### config.mk
export PLATFORM = sky130hd
export DESIGN_NAME = ssd1306_spi_rx
export DESIGN_NICKNAME = d
export VERILOG_FILES = /design/src/rtl/ssd1306_pkg.sv /design/src/rtl/spi_byte_rx.sv /design/src/rtl/ssd1306_spi_rx.sv
export SDC_FILE = /design/constraint.sdc
export NUM_CORES = 1
export LEC_CHECK = 0
export ABC_AREA = 1
export CORE_MARGIN = 5
export CORE_UTILIZATION = 65
export DETAILED_ROUTE_END_ITERATION = 10
export DONT_BUFFER_PORTS = 1
export PLACE_DENSITY = 0.85
export RECOVER_POWER = 100
export SYNTH_ARGS = -nofsm -noshare
export SYNTH_HDL_FRONTEND = slang
export SYNTH_SLANG_ARGS = --single-unit
### constraint.sdc
create_clock -name clk -period 3.21 [get_ports clk]
set_input_delay 0.642 -clock clk [delete_from_list [all_inputs] [get_ports clk]]
set_output_delay 0.642 -clock clk [all_outputs]
set_load 0.05 [all_outputs]
### src/rtl/ssd1306_pkg.sv
// Shared opcodes, geometry defaults and decoder enums for the SSD1306 SPI sink.
package ssd1306_pkg;

    localparam int DEF_COLS  = 128;
    localparam int DEF_PAGES = 8;

    localparam logic [7:0] OP_SET_MODE = 8'h20;
    localparam logic [7:0] OP_SET_COL  = 8'h21;
    localparam logic [7:0] OP_SET_PAGE = 8'h22;
    localparam logic [7:0] OP_DISP_OFF = 8'hAE;
    localparam logic [7:0] OP_DISP_ON  = 8'hAF;

    typedef enum logic {MODE_HORZ, MODE_PAGE} mode_e;

    typedef enum logic [2:0] {
        IDLE, ARG_MODE, ARG_C0, ARG_C1, ARG_P0, ARG_P1, ARG_SKIP
    } dec_state_e;

    // Configuration commands that carry exactly one argument we do not model.
    function automatic logic is_skip_op(input logic [7:0] op);
        case (op)
            8'h81, 8'h8D, 8'hA8, 8'hD3, 8'hD5, 8'hD9, 8'hDA, 8'hDB: return 1'b1;
            default: return 1'b0;
        endcase
    endfunction

endpackage

### src/rtl/spi_byte_rx.sv
// SPI mode-0 byte deserialiser: input synchronisers, sck edge detect, shift register.
module spi_byte_rx (
    input  logic       clk,
    input  logic       rst,
    input  logic       sck,
    input  logic       mosi,
    input  logic       cs_n,
    input  logic       dc,
    input  logic       oled_rst_n,
    output logic       byte_vld,
    output logic [7:0] rx_byte,
    output logic       byte_dc,
    output logic       panel_rst
);
    logic [1:0] sck_s, mosi_s, cs_s, dc_s, ors_s;
    logic       sck_d, cs_d;
    logic [7:0] shreg;
    logic [2:0] cnt;
    logic       full, dc_hold;
    logic       sck_rise;

    always_ff @(posedge clk or negedge rst) begin
        if (!rst) begin
            sck_s  <= '0;
            mosi_s <= '0;
            dc_s   <= '0;
            cs_s   <= '1;
            ors_s  <= '1;
            sck_d  <= 1'b0;
            cs_d   <= 1'b1;
        end else begin
            sck_s  <= {sck_s[0], sck};
            mosi_s <= {mosi_s[0], mosi};
            dc_s   <= {dc_s[0], dc};
            cs_s   <= {cs_s[0], cs_n};
            ors_s  <= {ors_s[0], oled_rst_n};
            sck_d  <= sck_s[1];
            cs_d   <= cs_s[1];
        end
    end

    assign sck_rise  = sck_s[1] & ~sck_d;
    assign panel_rst = ~ors_s[1];

    // Gating with the one-cycle-old chip select lets a byte whose last edge
    // coincides with cs_n rising still complete.
    always_ff @(posedge clk or negedge rst) begin
        if (!rst) begin
            shreg    <= '0;
            cnt      <= '0;
            full     <= 1'b0;
            dc_hold  <= 1'b0;
            byte_vld <= 1'b0;
            rx_byte  <= '0;
            byte_dc  <= 1'b0;
        end else if (panel_rst) begin
            shreg    <= '0;
            cnt      <= '0;
            full     <= 1'b0;
            byte_vld <= 1'b0;
        end else begin
            byte_vld <= full;
            full     <= 1'b0;
            if (full) begin
                rx_byte <= shreg;
                byte_dc <= dc_hold;
            end
            if (sck_rise && !cs_d) begin
                shreg <= {shreg[6:0], mosi_s[1]};
                cnt   <= cnt + 3'd1;
                if (cnt == 3'd7) begin
                    full    <= 1'b1;
                    dc_hold <= dc_s[1];
                end
            end else if (cs_s[1]) begin
                cnt <= '0;
            end
        end
    end

endmodule

### src/rtl/ssd1306_spi_rx.sv
// SSD1306 SPI sink: decodes the addressing command subset into framebuffer writes.
// Define SSD1306_SPI_RX_PAGE_MODE_EN to enable page addressing mode and its commands.
module ssd1306_spi_rx
    import ssd1306_pkg::*;
#(
    parameter int COLS  = DEF_COLS,
    parameter int PAGES = DEF_PAGES
) (
    input  logic       clk,
    input  logic       rst,
    input  logic       sck,
    input  logic       mosi,
    input  logic       cs_n,
    input  logic       dc,
    input  logic       oled_rst_n,
    output logic       fb_we,
    output logic [9:0] fb_addr,
    output logic [7:0] fb_data,
    output logic       disp_on,
    output logic       cmd_err
);
    localparam int CW = $clog2(COLS);
    localparam int PW = $clog2(PAGES);
    localparam int AW = 10;

    typedef struct packed {
        dec_state_e     st;
        mode_e          mode;
        logic [CW-1:0]  col, col_s, col_e;
        logic [PW-1:0]  page, page_s, page_e;
        logic           disp_on, cmd_err, we;
        logic [AW-1:0]  addr;
        logic [7:0]     data;
    } dec_t;

    localparam dec_t DEC_RST = '{
        st: IDLE, mode: MODE_HORZ,
        col: '0, col_s: '0, col_e: CW'(COLS - 1),
        page: '0, page_s: '0, page_e: PW'(PAGES - 1),
        disp_on: 1'b0, cmd_err: 1'b0, we: 1'b0, addr: '0, data: '0
    };

    logic       byte_vld, byte_dc, panel_rst;
    logic [7:0] b;
    dec_t       d;

    spi_byte_rx u_rx (
        .clk       (clk),
        .rst       (rst),
        .sck       (sck),
        .mosi      (mosi),
        .cs_n      (cs_n),
        .dc        (dc),
        .oled_rst_n(oled_rst_n),
        .byte_vld  (byte_vld),
        .rx_byte   (b),
        .byte_dc   (byte_dc),
        .panel_rst (panel_rst)
    );

    always_ff @(posedge clk or negedge rst) begin
        if (!rst) begin
            d <= DEC_RST;
        end else if (panel_rst) begin
            d <= DEC_RST;
        end else begin
            d.we <= 1'b0;
            if (byte_vld && byte_dc) begin
                // Data always wins, even when a command was still waiting on arguments.
                d.st   <= IDLE;
                d.we   <= 1'b1;
                d.addr <= AW'(d.page) * AW'(COLS) + AW'(d.col);
                d.data <= b;
                if (d.mode == MODE_PAGE) begin
                    d.col <= (d.col == CW'(COLS - 1)) ? '0 : d.col + CW'(1);
                end else if (d.col == d.col_e) begin
                    d.col  <= d.col_s;
                    d.page <= (d.page == d.page_e) ? d.page_s : d.page + PW'(1);
                end else begin
                    d.col <= d.col + CW'(1);
                end
            end else if (byte_vld) begin
                case (d.st)
                    IDLE: begin
                        if (b == OP_DISP_OFF)      d.disp_on <= 1'b0;
                        else if (b == OP_DISP_ON)  d.disp_on <= 1'b1;
                        else if (b == OP_SET_MODE) d.st <= ARG_MODE;
                        else if (b == OP_SET_COL)  d.st <= ARG_C0;
                        else if (b == OP_SET_PAGE) d.st <= ARG_P0;
                        else if (is_skip_op(b))    d.st <= ARG_SKIP;
`ifdef SSD1306_SPI_RX_PAGE_MODE_EN
                        else if (b[7:3] == 5'b10110) d.page <= PW'(b[2:0]);
                        else if (b[7:4] == 4'h0)     d.col <= {d.col[CW-1:4], b[3:0]};
                        else if (b[7:4] == 4'h1)     d.col <= {b[CW-5:0], d.col[3:0]};
`endif
                    end
                    ARG_MODE: begin
                        d.st <= IDLE;
                        if (b[1:0] == 2'd0) d.mode <= MODE_HORZ;
`ifdef SSD1306_SPI_RX_PAGE_MODE_EN
                        else if (b[1:0] == 2'd2) d.mode <= MODE_PAGE;
`endif
                        else d.cmd_err <= 1'b1;
                    end
                    ARG_C0: begin
                        d.col_s <= b[CW-1:0];
                        d.col   <= b[CW-1:0];
                        d.st    <= ARG_C1;
                    end
                    ARG_C1: begin
                        d.col_e <= b[CW-1:0];
                        d.st    <= IDLE;
                    end
                    ARG_P0: begin
                        d.page_s <= b[PW-1:0];
                        d.page   <= b[PW-1:0];
                        d.st     <= ARG_P1;
                    end
                    ARG_P1: begin
                        d.page_e <= b[PW-1:0];
                        d.st     <= IDLE;
                    end
                    default: d.st <= IDLE;
                endcase
            end
        end
    end

    assign fb_we   = d.we;
    assign fb_addr = d.addr;
    assign fb_data = d.data;
    assign disp_on = d.disp_on;
    assign cmd_err = d.cmd_err;

endmodule

==> impl_metrics.toml <==
[clock_network]
clockRootBuffer = "clkbuf_8"
clk_pin_slew_ns = 0.08
cts_tree = "yes"
cts.path.max_buffers = 2
numCtsBuffers = 9
insertion_delay_ns = 0.36
cts_sinks = 89
cts_resized = 0
htreeDepth = 3

[timing]
maxSlewHeadroom_pct = -19.0
maxSlewViolCount = 75
finalSetupTns_ns = 0
layout_min_cycle_time_ns = 2.53
finalHoldViolations = 0
hold_ws_ns = 0.126
rsz0062_at_grt = "no"
layout_setup_ws_ns = 0.679
period_share_pct = 78.8
tightest_slew_ns = 1.78
skew_ns = 0.0166
fmax_mhz = 395
finalSetupViolations = 0

[synthesis]
ys_seq_area_share_pct = 53.3
yosysWarnings = 0
yosysTopAreaCell = "dfrtp_1"
syn_area_sq_mm = 0.00421
ys_ff_latch = 89
syn_inst = 499
syn_nets = 510
ys_top_cells_by_area = "dfrtp_1 44%, nand2_1 13%, dfstp_2 9.4%, o21ai_0 5.0%, inv_1 4.4%"
ys_types = 36
synth_top_area_share_pct = 44.0
avgSynthCellArea_sq_um = 8.44

[floorplanning]
dieArea_sq_mm = 0.00819
initial_core_util_pct = 66.7
core_area_sq_mm = 0.00631
ios = 28
dieHeight_um = 90.5
rows = 29
die_x_um = 90.5

[routing]
drc = 0
routed_wl_um = 8420
vias = 3199
dr.pass1.iters = 5
antenna_left = 0
drt_iter0_markers = 241
vias_per_cell = 5.68
routedWlPerCell_um = 14.9

[power_and_ir_drop]
max-vdd-ir-drop_mv = 0.353
power.density_mw_per_mm2 = 555
leakage_nw = 2.03
power_mw = 2.42

[worst_setup_path]
worstSetupPathType = "reg2reg"
crit_buf_inv = 1
endpoint_kind = "flip-flop"
reg2reg_to = "d[53]"
worst-r2r-setup-slack_ns = 0.68
regToRegStartpoint = "u_rx.ors_s[1]"
slowest_stage = "dfstp_1"
worstPathMaxFanout = 22
cp_cell_sequence = "nand2_4 > inv_1 > nand3_1 > nor2_1 > nand2_1 > nand2_1 > nand2_1 > nand2_1"
ff2ff_path_depth = 8
crit_required_ns = 3.50
cpPeakStageDelay_ns = 1.10
worstPathArrival_ns = 2.82
path_common_cell = "nand2_1"
cp-start-kind = "flip-flop"
path_delay_family = "flip-flops"

[placed_design]
numPortBuffers = 0
place_ws_ns = 1.15
dp_hpwl_um = 5840
gp_congestion = 0.871

[status]
status = "finished, violations left"
failed_checks = "capacitance limit, slew limit"

[global_route]
grt_remaining_overflow = 0
antenna_found_initial = 0
grt_pass1_wl_um = 14500
grt_usage_pct = 21.9
grt_max_degree = 75
grt_pass1_vias = 3181

[finish]
insertedDiodeCount = 0
multi_input_area_sq_mm = 0.00154
drive_gt1_share_pct = 9.47
syn_to_final_growth_pct = 3.24
ff_latch_area_sq_mm = 0.00225
num-fill-cells = 514
nNetsFinal = 492

[worst_hold_path]
hp-class = "in2async"

[job]
cap_viol_max_count = 1
-- layer usage --
layer	GRT usage (%)	wire, um	share of wire [%]	up-vias
met3	4.42	561	6.7	17
met5	0	0	0	-
met4	11.0	192	2.3	0
li1	-	-	-	1548
met2	36.2	4140	49	113
met1	27.0	3530	42	1521
-- cell usage in the layout, fill, tap and decap left out, types with 2 or more instances in the layout --
cell type / n
a22o_1: 4
o21ai_1: 5
nand3_1: 25
dfrtp_1: 74
bufinv_16: 3
nor2_1: 31
o22ai_1: 7
xnor2_1: 5
a31oi_1: 4
a21oi_1: 12
ha_1: 4
dfstp_2: 14
xor2_1: 5
nand2_2: 3
clkbuf_8: 10
nand4_1: 2
o21ai_0: 52
inv_1: 52
nor3_1: 7
nand2_1: 144
o21ai_2: 3
inv_2: 4
-- worst register-to-register path: stages (launching register included) --
cell and delay [ns]:
dfstp_1 1.10, nand2_4 0.10, inv_1 0.55, nand3_1 0.20, nor2_1 0.14, nand2_1 0.12
nand2_1 0.13, nand2_1 0.07, nand2_1 0.07
-- stage by stage --
step | instance area [sq um] | utilization (%) | instances
final | 4350 | 68.9 | 563
after global placement | 4110 | 65.0 | 546
after floorplan | 4210 | - | 499
after global routing | 4350 | 68.9 | 563
after CTS | 4380 | 69.3 | 563
after detailed placement | 4110 | 65.0 | 546
-- sequential cells by signal, summed over array words and instances (netlist names), 2 cells and up --
signal	flops
u_rx.dc_s	2
fb_addr	10
fb_data	8
u_rx.rx_byte	8
u_rx.shreg	8
u_rx.ors_s	2
d	33
u_rx.cnt	3
u_rx.mosi_s	2
u_rx.cs_s	2
u_rx.sck_s	2
-- kinds of logic (layout without fill, tap and decap cells) --
group | count (synthesis) | count (layout) | synth area share, %
AO/OA/AOI/OAI | 90 | 90 | 11.9
XOR/XNOR | 10 | 10 | 2.08
adder cells (fa/ha/maj) | 4 | 4 | 1.19
flip-flops | 89 | 89 | 53.3
buffers and inverters | 87 | 74 | 9.92
AND/OR/NAND/NOR | 219 | 219 | 21.6
-- worst max-delay path by stage --
stage	to	cells after the start	slack (ns)	from
2_1_floorplan	d[53]	10	1.77	u_rx.ors_s[1]
3_3_place_gp	d[40]	7	1.21	u_rx.ors_s[1]
3_5_place_dp	d[37]	7	1.15	u_rx.ors_s[1]
4_1_cts	d[37]	7	1.13	u_rx.ors_s[1]
5_1_grt	d[25]	7	0.48	u_rx.ors_s[1]
6_report	d[53]	8	0.68	u_rx.ors_s[1]
-- cells in the mapped netlist, drive strengths merged --
| library cell | instances |
|---|---|
| xor2 | 5 |
| nand3b | 1 |
| a22o | 4 |
| clkinv | 1 |
| nand3 | 25 |
| o21bai | 1 |
| or2 | 1 |
| a31oi | 4 |
| o211ai | 1 |
| nand2 | 148 |
| o22ai | 7 |
| clkbuf | 5 |
| buf | 25 |
| or3b | 1 |
| xnor2 | 5 |
| ha | 4 |
| dfrtp | 74 |
| nor3 | 7 |
| nor4 | 1 |
| a21oi | 13 |
| nand4 | 2 |
| dfstp | 15 |
| nor2 | 33 |
| o21ai | 60 |
| inv | 56 |
-- power by group --
part | total, mW | internal, mW | switching, mW | leakage [nW]
combinational | 0.274 | 0.0797 | 0.195 | 0.738
clock | 0.918 | 0.539 | 0.379 | 0.124
sequential | 1.22 | 1.18 | 0.0428 | 1.17
total | 2.42 | 1.80 | 0.616 | 2.03
-- what timing repair did --
item,4_1_cts,5_1_grt
buffers inserted,0,0
hold buffers,1,0
endpoints found under the hold margin,74,0
-- layout make-up --
| type | instances | share of cell area (%) |
|---|---|---|
| clock buffers | 11 | 3.25 |
| clock inverters | 5 | 2.39 |
| inverters | 57 | 4.92 |
| multi-input cells | 323 | 35.5 |
| flip-flops and latches | 89 | 51.6 |
| well taps | 77 | 2.22 |
| repair buffers | 1 | 0.115 |
Note: power is estimated with default switching activity, not from simulation.
